$ cat src/rtl/module_subroutine_split_pkg.sv
// Shared types for the saturated-sum receiver: FSM states, flag bundle, clamp helper.
package module_subroutine_split_pkg;

  localparam int SAT_LIMIT_DEFAULT = 100;

  typedef enum logic [1:0] {
    S_IDLE  = 2'd0,
    S_CHECK = 2'd1,
    S_SPLIT = 2'd2,
    S_DONE  = 2'd3
  } split_state_e;

  typedef struct packed {
    logic sat;
    logic par_err;
    logic neg_err;
  } split_flags_t;

  // Negative sums clamp to zero here; the caller reports them separately.
  function automatic logic [31:0] clamp_sum(input logic signed [31:0] sum, input int limit);
    logic [31:0] res;
    if (sum < 32'sd0) begin
      res = 32'd0;
    end else if (sum > limit) begin
      res = 32'(limit);
    end else begin
      res = 32'(sum);
    end
    return res;
  endfunction

endpackage

$ cat src/rtl/module_subroutine_split_if.sv
// Valid/ready word input and result port of the saturated-sum receiver.
interface module_subroutine_split_if;
  logic               in_valid;
  logic               in_ready;
  logic signed [31:0] in_sum;
  logic               in_is_even;
  logic               out_valid;
  logic               out_ready;
  logic [31:0]        out_a;
  logic [31:0]        out_b;
  logic               out_sat;
  logic               out_par_err;
  logic               out_neg_err;

  modport slave (
    input  in_valid, in_sum, in_is_even, out_ready,
    output in_ready, out_valid, out_a, out_b, out_sat, out_par_err, out_neg_err
  );

  modport master (
    output in_valid, in_sum, in_is_even, out_ready,
    input  in_ready, out_valid, out_a, out_b, out_sat, out_par_err, out_neg_err
  );
endinterface

$ cat src/rtl/module_subroutine_split_halver.sv
// Splits a clamped sum into half/remainder; iterative by default, single-cycle
// when MODULE_SUBROUTINE_SPLIT_FAST_EN is defined.
module subroutine_halver #(
  parameter int W = 7
) (
  input  logic         clk,
  input  logic         rst,
  input  logic         start,
  input  logic [W-1:0] rem_in,
  output logic         done,
  output logic [W-1:0] half_out,
  output logic [W-1:0] rem_out
);

  localparam logic [W-1:0] ONE = W'(1);
  localparam logic [W-1:0] TWO = W'(2);

  logic         r_busy;
  logic [W-1:0] r_rem;
  logic [W-1:0] r_half;

  // Busy clears on the exit edge, so done is a single-cycle pulse.
  always_ff @(posedge clk) begin
    if (rst) begin
      r_busy <= 1'b0;
      r_rem  <= '0;
      r_half <= '0;
    end else if (start) begin
      r_busy <= 1'b1;
`ifdef MODULE_SUBROUTINE_SPLIT_FAST_EN
      r_rem  <= rem_in & ONE;
      r_half <= rem_in >> 1;
`else
      r_rem  <= rem_in;
      r_half <= '0;
`endif
    end else if (r_busy) begin
      if (r_rem < TWO) begin
        r_busy <= 1'b0;
      end else begin
        r_rem  <= r_rem - TWO;
        r_half <= r_half + ONE;
      end
    end
  end

  assign done     = r_busy && (r_rem < TWO);
  assign half_out = r_half;
  assign rem_out  = r_rem;

endmodule

$ cat src/rtl/module_subroutine_split.sv
// Receiver FSM: clamp, parity check and near-equal split of {sum, is_even} words.
// Build option: MODULE_SUBROUTINE_SPLIT_FAST_EN selects the one-cycle halver.
module module_subroutine_split
  import module_subroutine_split_pkg::*;
#(
  parameter int SAT_LIMIT = SAT_LIMIT_DEFAULT
) (
  input logic clk,
  input logic rst,
  module_subroutine_split_if.slave bus
);

  localparam int W = $clog2(SAT_LIMIT + 1);

  split_state_e       r_state, w_next;
  logic signed [31:0] r_sum;
  logic               r_is_even;
  split_flags_t       r_flags;
  split_flags_t       r_out_flags;
  logic [31:0]        r_out_a, r_out_b;
  logic [31:0]        w_clamped;
  logic [W-1:0]       w_rem_in, w_half, w_rem;
  logic               w_neg, w_start, w_done;

  assign w_neg     = (r_sum < 32'sd0);
  assign w_clamped = clamp_sum(r_sum, SAT_LIMIT);
  assign w_rem_in  = w_clamped[W-1:0];

  subroutine_halver #(.W(W)) u_halver (
    .clk      (clk),
    .rst      (rst),
    .start    (w_start),
    .rem_in   (w_rem_in),
    .done     (w_done),
    .half_out (w_half),
    .rem_out  (w_rem)
  );

  always_ff @(posedge clk) begin
    if (rst) r_state <= S_IDLE;
    else     r_state <= w_next;
  end

  always_comb begin
    w_next = r_state;
    case (r_state)
      S_IDLE:  w_next = bus.in_valid  ? S_CHECK : S_IDLE;
      S_CHECK: w_next = w_neg         ? S_DONE  : S_SPLIT;
      S_SPLIT: w_next = w_done        ? S_DONE  : S_SPLIT;
      S_DONE:  w_next = bus.out_ready ? S_IDLE  : S_DONE;
      default: w_next = S_IDLE;
    endcase
  end

  always_comb begin
    bus.in_ready  = (r_state == S_IDLE);
    bus.out_valid = (r_state == S_DONE);
    w_start       = (r_state == S_CHECK) && !w_neg;
  end

  always_ff @(posedge clk) begin
    if (rst) begin
      r_sum     <= 32'sd0;
      r_is_even <= 1'b0;
      r_flags   <= '0;
    end else if (r_state == S_IDLE && bus.in_valid) begin
      r_sum     <= bus.in_sum;
      r_is_even <= bus.in_is_even;
    end else if (r_state == S_CHECK) begin
      r_flags.sat     <= (w_clamped == 32'(SAT_LIMIT));
      r_flags.par_err <= ((w_rem_in[0] == 1'b0) != r_is_even);
      r_flags.neg_err <= 1'b0;
    end
  end

  // Result registers change only on entry to DONE, so they hold under backpressure.
  always_ff @(posedge clk) begin
    if (rst) begin
      r_out_a     <= 32'd0;
      r_out_b     <= 32'd0;
      r_out_flags <= '0;
    end else if (r_state == S_CHECK && w_neg) begin
      r_out_a     <= 32'd0;
      r_out_b     <= 32'd0;
      r_out_flags <= '{sat: 1'b0, par_err: 1'b0, neg_err: 1'b1};
    end else if (r_state == S_SPLIT && w_done) begin
      r_out_a     <= 32'(w_half) + 32'(w_rem);
      r_out_b     <= 32'(w_half);
      r_out_flags <= r_flags;
    end
  end

  assign bus.out_a       = r_out_a;
  assign bus.out_b       = r_out_b;
  assign bus.out_sat     = r_out_flags.sat;
  assign bus.out_par_err = r_out_flags.par_err;
  assign bus.out_neg_err = r_out_flags.neg_err;

endmodule

$ cat src/flat_wrapper.sv
// flat-port wrapper written by rule: the top's interface ports become plain ports
module module_subroutine_split_flat import module_subroutine_split_pkg::*;
#(
  parameter int SAT_LIMIT = SAT_LIMIT_DEFAULT
)
  (clk, rst, bus_in_valid, bus_in_sum, bus_in_is_even, bus_out_ready, bus_in_ready, bus_out_valid, bus_out_a, bus_out_b, bus_out_sat, bus_out_par_err, bus_out_neg_err);
  module_subroutine_split_if bus_i ();
  input logic clk;
  input logic rst;
  input wire logic [$bits(bus_i.in_valid)-1:0] bus_in_valid;
  input wire logic [$bits(bus_i.in_sum)-1:0] bus_in_sum;
  input wire logic [$bits(bus_i.in_is_even)-1:0] bus_in_is_even;
  input wire logic [$bits(bus_i.out_ready)-1:0] bus_out_ready;
  output wire logic [$bits(bus_i.in_ready)-1:0] bus_in_ready;
  output wire logic [$bits(bus_i.out_valid)-1:0] bus_out_valid;
  output wire logic [$bits(bus_i.out_a)-1:0] bus_out_a;
  output wire logic [$bits(bus_i.out_b)-1:0] bus_out_b;
  output wire logic [$bits(bus_i.out_sat)-1:0] bus_out_sat;
  output wire logic [$bits(bus_i.out_par_err)-1:0] bus_out_par_err;
  output wire logic [$bits(bus_i.out_neg_err)-1:0] bus_out_neg_err;
  assign bus_i.in_valid = bus_in_valid;
  assign bus_i.in_sum = bus_in_sum;
  assign bus_i.in_is_even = bus_in_is_even;
  assign bus_i.out_ready = bus_out_ready;
  assign bus_in_ready = bus_i.in_ready;
  assign bus_out_valid = bus_i.out_valid;
  assign bus_out_a = bus_i.out_a;
  assign bus_out_b = bus_i.out_b;
  assign bus_out_sat = bus_i.out_sat;
  assign bus_out_par_err = bus_i.out_par_err;
  assign bus_out_neg_err = bus_i.out_neg_err;
  module_subroutine_split #(.SAT_LIMIT(SAT_LIMIT)) u_core (.clk(clk), .rst(rst), .bus(bus_i));
endmodule
$ cat config.mk
export PLATFORM = sky130hd
export DESIGN_NAME = module_subroutine_split_flat
export DESIGN_NICKNAME = d
export VERILOG_FILES = /design/src/rtl/module_subroutine_split_pkg.sv /design/src/rtl/module_subroutine_split_if.sv /design/src/rtl/module_subroutine_split_halver.sv /design/src/rtl/module_subroutine_split.sv /design/src/flat_wrapper.sv
export SDC_FILE = /design/constraint.sdc
export NUM_CORES = 1
export LEC_CHECK = 0
export ABC_AREA = 1
export BUFFER_PORTS_ARGS = -buffer_cell sky130_fd_sc_hd__buf_2
export CORE_UTILIZATION = 53
export DETAILED_ROUTE_END_ITERATION = 12
export PLACE_DENSITY = 0.77
export SLEW_MARGIN = 20
export SYNTH_ARGS = -nofsm -noshare
export SYNTH_HDL_FRONTEND = slang
export SYNTH_HIERARCHICAL = 1
export SYNTH_SLANG_ARGS = --single-unit
export TNS_END_PERCENT = 20
$ cat constraint.sdc
create_clock -name clk -period 5 [get_ports clk]
set_input_delay 0.75 -clock clk [delete_from_list [all_inputs] [get_ports clk]]
set_output_delay 0.75 -clock clk [all_outputs]
set_load 0.01 [all_outputs]
After elaboration in Yosys (flattened, before gate mapping)
Index checks and enable logic that the tools add are counted.

Logic and storage cells: 57. Output and inout bits: 69. Bits of input ports: 37. Register bits after elaboration: 94.

Add/subtract/negate cells: 3. Eq/ne operators: 6. Mux-type cells: 15. Reduce and logical (&&, ||, !) cells: 14. $lt $le $gt $ge: 3. Bitwise logic cells: 3.

Operators by type and width (count): 32-bit two-way mux (2); 32-bit by 7-bit equality test with 1-bit output (second input constant) (1); 32-bit by 8-bit > comparator with 1-bit output (second input constant) (1); 32-bit by 1-bit less-than comparator with 1-bit output (second input constant) (1); 7-bit two-way mux (3); 7-bit by 7-bit adder with 8-bit output (1); 1-bit two-way mux (8); 2-bit case mux with 4 select lines (1); 7-bit by 1-bit adder with 7-bit output (second input constant) (1); 7-bit by 2-bit less-than comparator with 1-bit output (second input constant) (1); 7-bit by 2-bit subtractor with 7-bit output (second input constant) (1); 2-bit AND reduction (3); 1-bit logical AND (5); 2-bit equality test (second input constant) (2); 2-bit nonzero test (2); 2-bit OR reduction (2); 1-bit inverter (3); 2-bit by 1-bit equality test with 1-bit output (second input constant) (1); 2-bit zero test (1); 2-bit two-way mux (1); 2-bit inequality test (second input constant) (1); 1-bit zero test (1); 1-bit inequality test (1).

Longest topological paths before layout
Depth after elaboration: 5. Mapped depth: 13. Mapped depth without buffers: 13.

Hierarchy
The synthesis kept the hierarchy.

Modules (own cells, without submodules): module_subroutine_split (times used 1, sequential area each 1101.1 um^2, area an instance 2795.2 um^2, cells an instance 386); subroutine_halver (times used 1, sequential area each 300.3 um^2, area an instance 864.6 um^2, cells an instance 134).

Worst setup path before layout
Ideal clock, no wire load.

Path kind: flip-flop to flip-flop. From: register u_core.u_halver.r_half[0], in the netlist u_core/u_halver/half_out[0]. To: register u_core.r_out_a[6], in the netlist u_core/bus.out_a[6]. Slack: 3.298 ns. Period minus slack after synthesis: 1.702 ns. Arrival: 1.593 ns. Path buffers: 0. Cell stages (with the launch flop): 12. Data required time: 4.891 ns. Setup time: 0.109 ns. Cells stage by stage: dfxtp_1 -> ha_1 -> inv_1 -> fa_1 -> o21ai_1 -> nand2_1 -> nand2_1 -> a21oi_1 -> nand2_1 -> nand3_1 -> nand2_1 -> inv_1.

Cells in the longest elaborated chain, start to end: 1.

Ends and longest elaborated chain: from (decl) (line module_subroutine_split_halver.sv:20) `logic [W-1:0] r_half;`; from (signal assigned) (line module_subroutine_split_halver.sv:42) `r_half <= r_half + ONE;`; 7-bit by 7-bit adder with 8-bit output (line module_subroutine_split.sv:87) `r_out_a <= 32'(w_half) + 32'(w_rem);`; to (signal assigned) (line module_subroutine_split.sv:87); to (decl) (line module_subroutine_split.sv:20) `logic [31:0] r_out_a, r_out_b;`.

No other way between the ends. A chain may end at the register's enable or synchronous reset.

Worst setup path in the final report
From: register u_core.u_halver.r_rem[1], in the netlist u_core/u_halver/rem_out[1]. To: register u_core.r_out_a[3], in the netlist u_core/bus.out_a[3].

Cells in the longest elaborated chain, start to end: 3. Elaborated cells on any way between the ends: 4. Classes of those cells: add/sub (1); order compare (1); reduce/logical (2).

Ends and longest elaborated chain: from (decl) (line module_subroutine_split_halver.sv:19) `logic [W-1:0] r_rem;`; from (signal assigned) (line module_subroutine_split_halver.sv:34) `r_rem <= rem_in;`; from (signal assigned) (line module_subroutine_split_halver.sv:41) `r_rem <= r_rem - TWO;`; 7-bit by 2-bit less-than comparator with 1-bit output (line module_subroutine_split_halver.sv:47) `assign done = r_busy && (r_rem < TWO);`; 1-bit logical AND (line module_subroutine_split_halver.sv:47); net u_core.w_done (line module_subroutine_split.sv:23) `logic w_neg, w_start, w_done;`; 1-bit logical AND (line module_subroutine_split.sv:86) `end else if (r_state == S_SPLIT && w_done) begin`.

The timed path passes the listed nets, and every way through them passes these cells.

==> run_summary.xml <==
<?xml version="1.0" encoding="UTF-8"?>
<metrics>
  <group name="hold_path">
    <metric name="min-delay-path-class" unit="">reg -&gt; reg</metric>
    <metric name="worst_hold_path.endpoint" unit="">u_core/bus.out_neg_err</metric>
    <metric name="min_from" unit="">u_core/bus.out_neg_err</metric>
    <metric name="timing.hold.worst_path_depth" unit="">2</metric>
  </group>
  <group name="power_and_ir_drop">
    <metric name="p_comb_frac" unit="">0.169</metric>
    <metric name="power_switching" unit="uW">384</metric>
    <metric name="seq_power_share" unit="">0.491</metric>
    <metric name="totalPowerFinal" unit="mW">1.28</metric>
    <metric name="switching_share" unit="">0.299</metric>
    <metric name="internal_power" unit="uW">899</metric>
    <metric name="power.clock.fraction" unit="">0.340</metric>
    <metric name="power_per_cell_area" unit="nW/um^2">326</metric>
    <metric name="p_leak" unit="nW">1.95</metric>
    <metric name="vdd_ir_drop_max" unit="uV">191</metric>
  </group>
  <group name="placement">
    <metric name="place_worst_setup_slack" unit="ns">2.68</metric>
    <metric name="place.port_buffers" unit="">56</metric>
    <metric name="routabilityCongestion" unit="">0.836</metric>
    <metric name="detailed_place_hpwl" unit="um">5210</metric>
    <metric name="placed_cell_area" unit="um^2">3750</metric>
  </group>
  <group name="clocking">
    <metric name="cts_setup_buffers" unit="">0</metric>
    <metric name="postCtsHoldBufs" unit="">0</metric>
    <metric name="tritoncts" unit="">built</metric>
    <metric name="htreeDepth" unit="">3</metric>
    <metric name="cts_buffers" unit="">9</metric>
    <metric name="ctsRootBufferMaster" unit="">clkbuf_8</metric>
    <metric name="clock_pin_transition_on_the_worst_setup_and_hold_timing_paths" unit="ns">0.07</metric>
    <metric name="post_cts_resized" unit="">0</metric>
    <metric name="clock_insertion_delay_worst_skew" unit="ns">0.34</metric>
    <metric name="cts_max_path_buffers" unit="">2</metric>
    <metric name="cts.sink_count" unit="">70</metric>
  </group>
  <group name="detailed_routing">
    <metric name="drt.antenna.violating_nets" unit="">0</metric>
    <metric name="routed-via-count" unit="">3118</metric>
    <metric name="avgRoutedWirePerCell" unit="um">10.9</metric>
    <metric name="drtPass1Iterations" unit="">4</metric>
    <metric name="drc" unit="">0</metric>
    <metric name="drt_first_iter_violations" unit="">150</metric>
    <metric name="total_wirelength_of_the_detailed_routed_design" unit="um">7080</metric>
    <metric name="post_drt_via_cell_ratio" unit="">4.79</metric>
  </group>
  <group name="critical_path">
    <metric name="worst_r2r_startpoint" unit="">u_core/u_halver/rem_out[1]</metric>
    <metric name="worst-endpoint-arrival" unit="ns">2.60</metric>
    <metric name="r2r_cells" unit="">10</metric>
    <metric name="worstPathMaxFanout" unit="">23</metric>
    <metric name="end_kind" unit="">flop</metric>
    <metric name="worst-r2r-setup-slack" unit="ns">2.69</metric>
    <metric name="worstReg2RegEnd" unit="">u_core/bus.out_a[3]</metric>
    <metric name="required" unit="ns">5.29</metric>
    <metric name="cp-start-kind" unit="">flop</metric>
    <metric name="setup.worst_path.class" unit="">reg -&gt; reg</metric>
  </group>
  <group name="synth">
    <metric name="synth.ff_latch_count" unit="">70</metric>
    <metric name="synth_area" unit="um^2">3660</metric>
    <metric name="synth_sequential_area_ratio" unit="">0.383</metric>
    <metric name="netlist-cell-type-count" unit="">31</metric>
    <metric name="synth_area_per_cell" unit="um^2">7.04</metric>
    <metric name="synth_largest_area_cell" unit="">dfxtp_1</metric>
    <metric name="ys_warn_count" unit="">6</metric>
    <metric name="synth_largest_type_area_fraction" unit="">0.383</metric>
    <metric name="synthesis.instances" unit="">520</metric>
    <metric name="synth.area.top_cells" unit="">dfxtp_1, buf_4, nor2_1, nand2_1, a21oi_1</metric>
  </group>
  <group name="timing">
    <metric name="final_max_slew_viol_count" unit="">0</metric>
    <metric name="slew_headroom" unit="">0.484</metric>
    <metric name="grt_setup_unrepaired" unit="">false</metric>
    <metric name="finClkSkew" unit="ns">0.00874</metric>
    <metric name="maxClockFrequency" unit="MHz">433</metric>
    <metric name="worstMarginPinSlew" unit="ns">0.773</metric>
    <metric name="setup-violations-final" unit="">0</metric>
    <metric name="finalSetupTns" unit="ns">0</metric>
    <metric name="timing.final.crit_share" unit="">0.462</metric>
    <metric name="final.min_clock_period" unit="ns">2.31</metric>
    <metric name="finalHoldViolations" unit="">0</metric>
    <metric name="fin_ws" unit="ns">2.69</metric>
  </group>
  <group name="flow_run">
    <metric name="timing.max_cap.violations" unit="">0</metric>
  </group>
  <group name="grt">
    <metric name="grt_start_max_net_pins" unit="">42</metric>
    <metric name="grt.total_usage" unit="">0.206</metric>
    <metric name="grt_pass1_vias" unit="">2682</metric>
    <metric name="wire_length_of_the_first_global_routing_pass" unit="um">11800</metric>
    <metric name="grt_overflow_total" unit="">0</metric>
    <metric name="number_of_antenna_violations_at_the_first_check_in_global_routing" unit="">0</metric>
  </group>
  <group name="layout">
    <metric name="final_cell_mix" unit="">nor2_1, nand2_1, dfxtp_1, buf_2, conb_1</metric>
    <metric name="area_delta_synth_final" unit="%">7.66</metric>
    <metric name="final_layout_size_suffix_gt1_frac" unit="">0.146</metric>
    <metric name="nFillCells" unit="">636</metric>
    <metric name="final_design_area_no_fill" unit="um^2">3940</metric>
    <metric name="final_nets" unit="">617</metric>
    <metric name="final_common_cell" unit="">nor2_1</metric>
    <metric name="post_route_utilization" unit="">0.607</metric>
    <metric name="antenna_cells" unit="">0</metric>
  </group>
  <group name="die">
    <metric name="start_util" unit="">0.563</metric>
    <metric name="dieWidth" unit="um">85.1</metric>
    <metric name="floorplan.rows" unit="">29</metric>
    <metric name="ios" unit="">106</metric>
    <metric name="core_area" unit="um^2">6490</metric>
    <metric name="die-area" unit="um^2">7240</metric>
    <metric name="die-height" unit="um">85.1</metric>
  </group>
  <group name="run_status">
    <metric name="outcome" unit="">completed</metric>
  </group>
</metrics>
## critical path, stage by stage, from the launching register on
cell     delay, ns
dfxtp_1       0.35
inv_1         0.13
ha_1          0.26
nand3_2       0.15
nor2_1        0.16
nand3_1       0.41
inv_2         0.45
nor2_1        0.08
nor2_1        0.08
o21ai_0       0.10
inv_1         0.07
## per-layer routing
layer | GRT usage | share of wire
met1 | 0.259 | 0.47
met2 | 0.340 | 0.46
met3 | 0.0389 | 0.047
met4 | 0.102 | 0.017
met5 | 0 | 0
## through the flow
step | hold WS, ns | std cells
CTS | 0.465 | 651
floorplan | 0.438 | 568
global placement | 0.451 | 636
finish | 0.466 | 651
global route | 0.489 | 651
detailed placement | 0.453 | 636
## worst max path at each step
stage / cells after the start / slack [ns] / startpoint / to
after detailed placement: 4 / 2.68 / rst / u_core/bus.out_a[2]
final: 10 / 2.69 / u_core/u_halver/rem_out[1] / u_core/bus.out_a[3]
after global placement: 6 / 2.73 / rst / u_core/bus.out_a[3]
after floorplan: 11 / 3.30 / u_core/u_halver/half_out[0] / u_core/bus.out_a[6]
after global routing: 10 / 2.45 / u_core/u_halver/rem_out[1] / u_core/bus.out_a[3]
after CTS: 10 / 2.71 / u_core/u_halver/rem_out[1] / u_core/bus.out_a[3]
## state kept, by name, indices dropped and copies added (netlist names)
register / flops
u_core/bus.out_sat: 1
u_core/r_flags: 2
u_core/u_halver/rem_out: 7
u_core/r_sum: 32
u_core/r_state: 2
u_core/u_halver/r_busy: 1
u_core/bus.out_b: 7
u_core/bus.out_a: 8
u_core/r_is_even: 1
u_core/u_halver/half_out: 7
u_core/bus.out_par_err: 1
u_core/bus.out_neg_err: 1
## layout make-up
class / instances / area [um^2] / share of cell area
repair buffers: 56 / 280 / 0.0711
well taps: 77 / 96.3 / 0.0245
multi-input cells: 384 / 1790 / 0.454
clock buffers: 9 / 124 / 0.0314
flip-flops and latches: 70 / 1400 / 0.356
clock inverters: 6 / 63.8 / 0.0162
inverters: 49 / 184 / 0.0467
## Yosys cell counts
library cell / count
nand4_1: 9
o21ai_0: 40
ha_1: 9
clkbuf_2: 1
a21oi_1: 40
nor2_2: 4
nand2_2: 3
nand3_2: 1
a211oi_1: 3
a211oi_2: 1
nand3b_1: 2
conb_1: 1
nor4_1: 1
nor2_1: 98
a31oi_1: 1
nand3_1: 22
o211ai_1: 1
xor2_1: 4
dfxtp_1: 70
nand2_1: 90
buf_8: 1
clkbuf_1: 5
inv_2: 3
inv_1: 45
buf_2: 4
buf_4: 54
nand2_4: 1
clkinv_1: 1
xnor2_1: 3
fa_1: 1
o21ai_1: 1
## power by group through the flow
stage	clock network, mW	logic, mW	registers, mW
floorplan	0	0.203	0.634
global placement	0	0.210	0.641
detailed placement	0	0.215	0.642
CTS	0.447	0.216	0.629
global route	0.477	0.250	0.636
finish	0.436	0.217	0.630
## cell families after synthesis
kind of cell    count (synthesis)  share of synthesized area
xor+xnor                        7                     0.0168
other cells                     1                    0.00102
buf+inv                       114                      0.177
fa+ha+maj                      10                     0.0362
flops                          70                      0.383
simple gates                  231                      0.262
compound gates                 87                      0.124
Power figures use the tool's default switching activity.
